## src/rtl/toggle_monitor.sv

```systemverilog
// +----------------------------------------------------------------------------+
// | toggle_monitor: edge pulses, saturating toggle count, period and stall FSM |
// | Revision: 1.0                                                              |
// +----------------------------------------------------------------------------+
`default_nettype none

module toggle_monitor #(
    parameter int CNT_W   = 8,
    parameter int PER_W   = 8,
    parameter int TIMEOUT = 16
) (
    input  logic             clk,
    input  logic             rst,
    input  logic             tin,
    input  logic             clr,
    output logic             rise,
    output logic             fall,
    output logic             edge_p,
    output logic [CNT_W-1:0] tog_cnt,
    output logic [PER_W-1:0] period,
    output logic             period_vld,
    output logic             timeout,
    output logic [1:0]       state
);

    typedef enum logic [1:0] {
        IDLE    = 2'd0,
        MEASURE = 2'd1,
        STALL   = 2'd2
    } state_t;

    localparam logic [CNT_W-1:0] CNT_MAX  = {CNT_W{1'b1}};
    localparam logic [PER_W-1:0] GAP_LAST = PER_W'(TIMEOUT - 1);

    state_t           cur_state;
    state_t           nxt_state;
    logic             tin_d;
    logic [PER_W-1:0] gap;
    logic [PER_W-1:0] nxt_gap;
    logic [PER_W-1:0] nxt_period;
    logic [CNT_W-1:0] nxt_cnt;
    logic             nxt_vld;
    logic             nxt_timeout;
    logic             detect;

    assign detect = tin ^ tin_d;
    assign state  = cur_state;

    always_comb begin
        nxt_state   = cur_state;
        nxt_gap     = gap;
        nxt_period  = period;
        nxt_cnt     = tog_cnt;
        nxt_vld     = 1'b0;
        nxt_timeout = timeout;

        if (clr) begin
            // clear wins over a coincident edge: it neither counts nor starts MEASURE
            nxt_state   = IDLE;
            nxt_gap     = '0;
            nxt_period  = '0;
            nxt_cnt     = '0;
            nxt_timeout = 1'b0;
        end else begin
            if (detect && (tog_cnt != CNT_MAX)) begin
                nxt_cnt = tog_cnt + 1'b1;
            end
            case (cur_state)
                IDLE: begin
                    if (detect) begin
                        nxt_state = MEASURE;
                        nxt_gap   = '0;
                    end
                end
                MEASURE: begin
                    if (detect) begin
                        nxt_period = gap + 1'b1;
                        nxt_vld    = 1'b1;
                        nxt_gap    = '0;
                    end else begin
                        nxt_gap = gap + 1'b1;
                        if (gap == GAP_LAST) begin
                            nxt_state   = STALL;
                            nxt_timeout = 1'b1;
                        end
                    end
                end
                STALL: begin
                    if (detect) begin
                        nxt_state   = MEASURE;
                        nxt_timeout = 1'b0;
                        nxt_gap     = '0;
                    end
                end
                default: begin
                    nxt_state = IDLE;
                end
            endcase
        end
    end

    always_ff @(posedge clk) begin
        if (!rst) begin
            cur_state  <= IDLE;
            tin_d      <= 1'b0;
            rise       <= 1'b0;
            fall       <= 1'b0;
            edge_p     <= 1'b0;
            tog_cnt    <= '0;
            period     <= '0;
            period_vld <= 1'b0;
            timeout    <= 1'b0;
            gap        <= '0;
        end else begin
            cur_state  <= nxt_state;
            tin_d      <= tin;
            rise       <= tin & ~tin_d;
            fall       <= ~tin & tin_d;
            edge_p     <= detect;
            tog_cnt    <= nxt_cnt;
            period     <= nxt_period;
            period_vld <= nxt_vld;
            timeout    <= nxt_timeout;
            gap        <= nxt_gap;
        end
    end

endmodule

`default_nettype wire

```

## config.mk

```make
export PLATFORM = sky130hd
export DESIGN_NAME = toggle_monitor
export DESIGN_NICKNAME = d
export VERILOG_FILES = /design/src/rtl/toggle_monitor.sv
export SDC_FILE = /design/constraint.sdc
export NUM_CORES = 1
export LEC_CHECK = 0
export ABC_CLOCK_PERIOD_IN_PS = 2000
export BUFFER_PORTS_ARGS = -buffer_cell sky130_fd_sc_hd__buf_2
export CORE_UTILIZATION = 36
export CTS_BUF_LIST = sky130_fd_sc_hd__clkbuf_2
export DETAILED_ROUTE_END_ITERATION = 10
export PLACE_DENSITY = 0.59
export SLEW_MARGIN = 30
export SYNTH_ARGS = -nofsm -noshare
export SYNTH_HDL_FRONTEND = slang
export SYNTH_SLANG_ARGS = --single-unit
```

## constraint.sdc

```tcl
create_clock -name clk -period 2 [get_ports clk]
set_input_delay 0 -clock clk [delete_from_list [all_inputs] [get_ports clk]]
set_output_delay 0 -clock clk [all_outputs]
set_load 0.01 [all_outputs]
```

==> impl_metrics.env <==
export IMPL_cap_violations=0
export IMPL_ys_warn_count=0
export IMPL_gp_congestion=0.794
export IMPL_port_buffers=26
export IMPL_yosysMostFrequentCell="dfxtp_1"
export IMPL_crit_path_start_kind="flip-flop"
export IMPL_rsz0062_at_grt="false"
export IMPL_drt_wirelength_per_cell_um=13.0
export IMPL_die_area_mm2=0.00424
export IMPL_grtUsageTotal_pct=15.9
export IMPL_worstPathArrival_ns=2.06
export IMPL_end_kind="flip-flop"
export IMPL_drc=0
export IMPL_async_flop_share_pct=0
export IMPL_powerDensity_mw_per_mm2=616
export IMPL_ios=27
export IMPL_multi_input_area_um2=749
export IMPL_cts_made_buffers=5
export IMPL_synth_common_cells="32 x dfxtp_1, 13 x a21oi_1, 13 x nor2_1, 13 x o21ai_0, 11 x nand2_1"
export IMPL_core_mm2=0.00374
export IMPL_hold_class="in -> reg"
export IMPL_start_util_pct=38.3
export IMPL_die_h_um=65.1
export IMPL_hold_slack_ns=0.0657
export IMPL_setup_tns_ns=0
export IMPL_crit_slowest_cell="or4b_1"
export IMPL_synth_seq_cells=32
export IMPL_grt_pass1_wl_um=5110
export IMPL_setup_viol=0
export IMPL_max_freq_ghz=0.568
export IMPL_rrSetupSlack_ns=0.24
export IMPL_cts_path_max_buffers=2
export IMPL_ys_flop_type="dfxtp_1"
export IMPL_period_share_pct=88.0
export IMPL_synth_distinct_cells=37
export IMPL_ant_nets=0
export IMPL_period_needed_ns=1.76
export IMPL_vias=1246
export IMPL_cp_num_buf_inv=0
export IMPL_tightestPinTransition_ns=0.759
export IMPL_cts_tree="yes"
export IMPL_slew_violations=0
export IMPL_slowest_delay_ns=0.48
export IMPL_drtIter0Drc=87
export IMPL_antenna_found_initial=0
export IMPL_crit_required_ns=2.30
export IMPL_netlist_instances=159
export IMPL_die_w_um=65.1
export IMPL_fillers=393
export IMPL_drive_above_1_share_pct=19.5
export IMPL_hpwl_um=2110
export IMPL_synth_area_mm2=0.00143
export IMPL_synth_edf_count=0
export IMPL_status="finished, final reports clean"
export IMPL_h_tree_depth=2
export IMPL_syn_num_nets=167
export IMPL_fin_nets=198
export IMPL_p_leak_nw=0.661
export IMPL_wirelength_um=3090
export IMPL_synth_top_area_share_pct=44.7
export IMPL_postCtsResizedCells=0
export IMPL_worst_setup_path_type="reg -> reg"
export IMPL_regArea_um2=641
export IMPL_ir_drop_mv=0.317
export IMPL_synth_top_area_cell="dfxtp_1"
export IMPL_insertion_delay_ns=0.36
export IMPL_synth_area_leaders="dfxtp_1 45%, a21oi_1 4.5%, o21ai_0 4.5%"
export IMPL_hold_violations=0
export IMPL_path_max_fanout=11
export IMPL_skew_ns=0.0235
export IMPL_diodes=0
export IMPL_cts_sinks=32
export IMPL_yosysSeqAreaShare_pct=44.7
export IMPL_rows=22
export IMPL_syn2layout_area_growth_pct=15.6
export IMPL_grt_overflow=0
export IMPL_max_slew_margin_pct=49.3
export IMPL_worstPathCellList="ha_1 > or4b_1 > nor3_2 > nand3b_1 > a21oi_1"
export IMPL_clkTransAtPathRegs_ns=0.17
export IMPL_vias_per_cell=5.24
export IMPL_grt_pass1_vias=1125
export IMPL_grt_max_degree=19
export IMPL_critical_path_top_delay_family="simple AND/OR/NAND/NOR gates"
export IMPL_first_pass_iters=4
export IMPL_avgSynthCellArea_um2=9.02
export IMPL_cts_root_buf="clkbuf_2"
-- layout by cell type, fill, tap and decap left out, types with 2 or more instances in the layout --
cell type	synthesis	final
dfxtp_1	32	32
o211ai_1	2	2
and2_1	6	6
a31oi_1	5	5
xor2_1	4	4
a211oi_1	2	2
nor3_1	3	3
nand3b_1	4	4
dlygate4sd3_1	0	3
inv_1	2	2
or3_1	3	3
nand2_1	11	11
and3_1	2	2
ha_1	4	4
nor2_1	13	13
buf_2	3	26
and4_1	2	2
nor2b_1	4	4
nand4_1	3	3
a21oi_1	13	13
nand3_1	7	7
clkbuf_2	0	5
clkinv_1	0	2
xnor2_1	5	5
o21ai_0	13	13
-- where the power goes --
part           internal, W  leakage (nW)  total (W)  switching [W]
clock network    0.0000721        0.0239   0.000280       0.000208
logic            0.0000346         0.378  0.0000856      0.0000510
registers         0.000649         0.259   0.000656     0.00000748
total             0.000755         0.661    0.00102       0.000266
-- stage by stage --
step | utilization, % | instances | setup slack [ns] | power (W) | cell area, um^2
6_report | 44.3 | 238 | 0.240 | 0.00102 | 1660
5_1_grt | 44.3 | 238 | 0.0971 | 0.00108 | 1660
4_1_cts | 44.3 | 238 | 0.230 | 0.00104 | 1660
3_5_place_dp | 42.6 | 228 | 0.263 | 0.000752 | 1600
3_3_place_gp | 42.6 | 228 | 0.312 | 0.000750 | 1600
2_1_floorplan | - | 159 | 0.480 | 0.000727 | 1430
-- final timing paths --
kind / cells after the start / to / startpoint
max: 5 / timeout / tin_d
min: 4 / tog_cnt[1] / clr
max reg2reg: 5 / timeout / tin_d
min reg2reg: 2 / timeout / timeout
-- worst min-delay path, stage by stage --
cell     delay, ns
buf_2         0.08
nor2b_1       0.15
nand2_1       0.11
o21ai_0       0.06
-- flip-flops by register name (all words and copies together) (netlist names), 2 cells and up --
register and count:
gap 8, period 8, tog_cnt 8, state 2
-- timing repair --
action,4_1_cts,5_1_grt
hold buffers,3,0
buffers inserted,0,0
endpoints found under the hold margin,4,0
-- layout make-up --
| cell class | count | area share [%] |
|---|---|---|
| Multi-Input combinational cell | 119 | 45.2 |
| Sequential cell | 32 | 38.6 |
| Timing Repair Buffer | 30 | 10.1 |
| Tap cell | 48 | 3.62 |
| Clock buffer | 5 | 1.51 |
| Clock inverter | 2 | 0.453 |
| Inverter | 2 | 0.453 |
-- routing by layer --
metal / wire length, um / track usage (%) / up-vias / part of all wire, %
met5: 0 / 0 / - / 0
met4: 61 / 6.52 / 0 / 2.0
met3: 142 / 5.56 / 7 / 4.6
met2: 1490 / 26.0 / 27 / 48
met1: 1400 / 18.9 / 579 / 45
li1: - / - / 633 / -
-- cells by family after synthesis --
family,Yosys count,synth area share (%)
and+or+nand+nor,67,27.6
AOI/OAI and AO/OA,38,15.0
DFF,32,44.7
xor gates and xnor gates,9,5.50
buffers and inverters,8,3.05
adders and majority gates,4,3.49
muxes,1,0.698
Power figures use the tool's default switching activity.
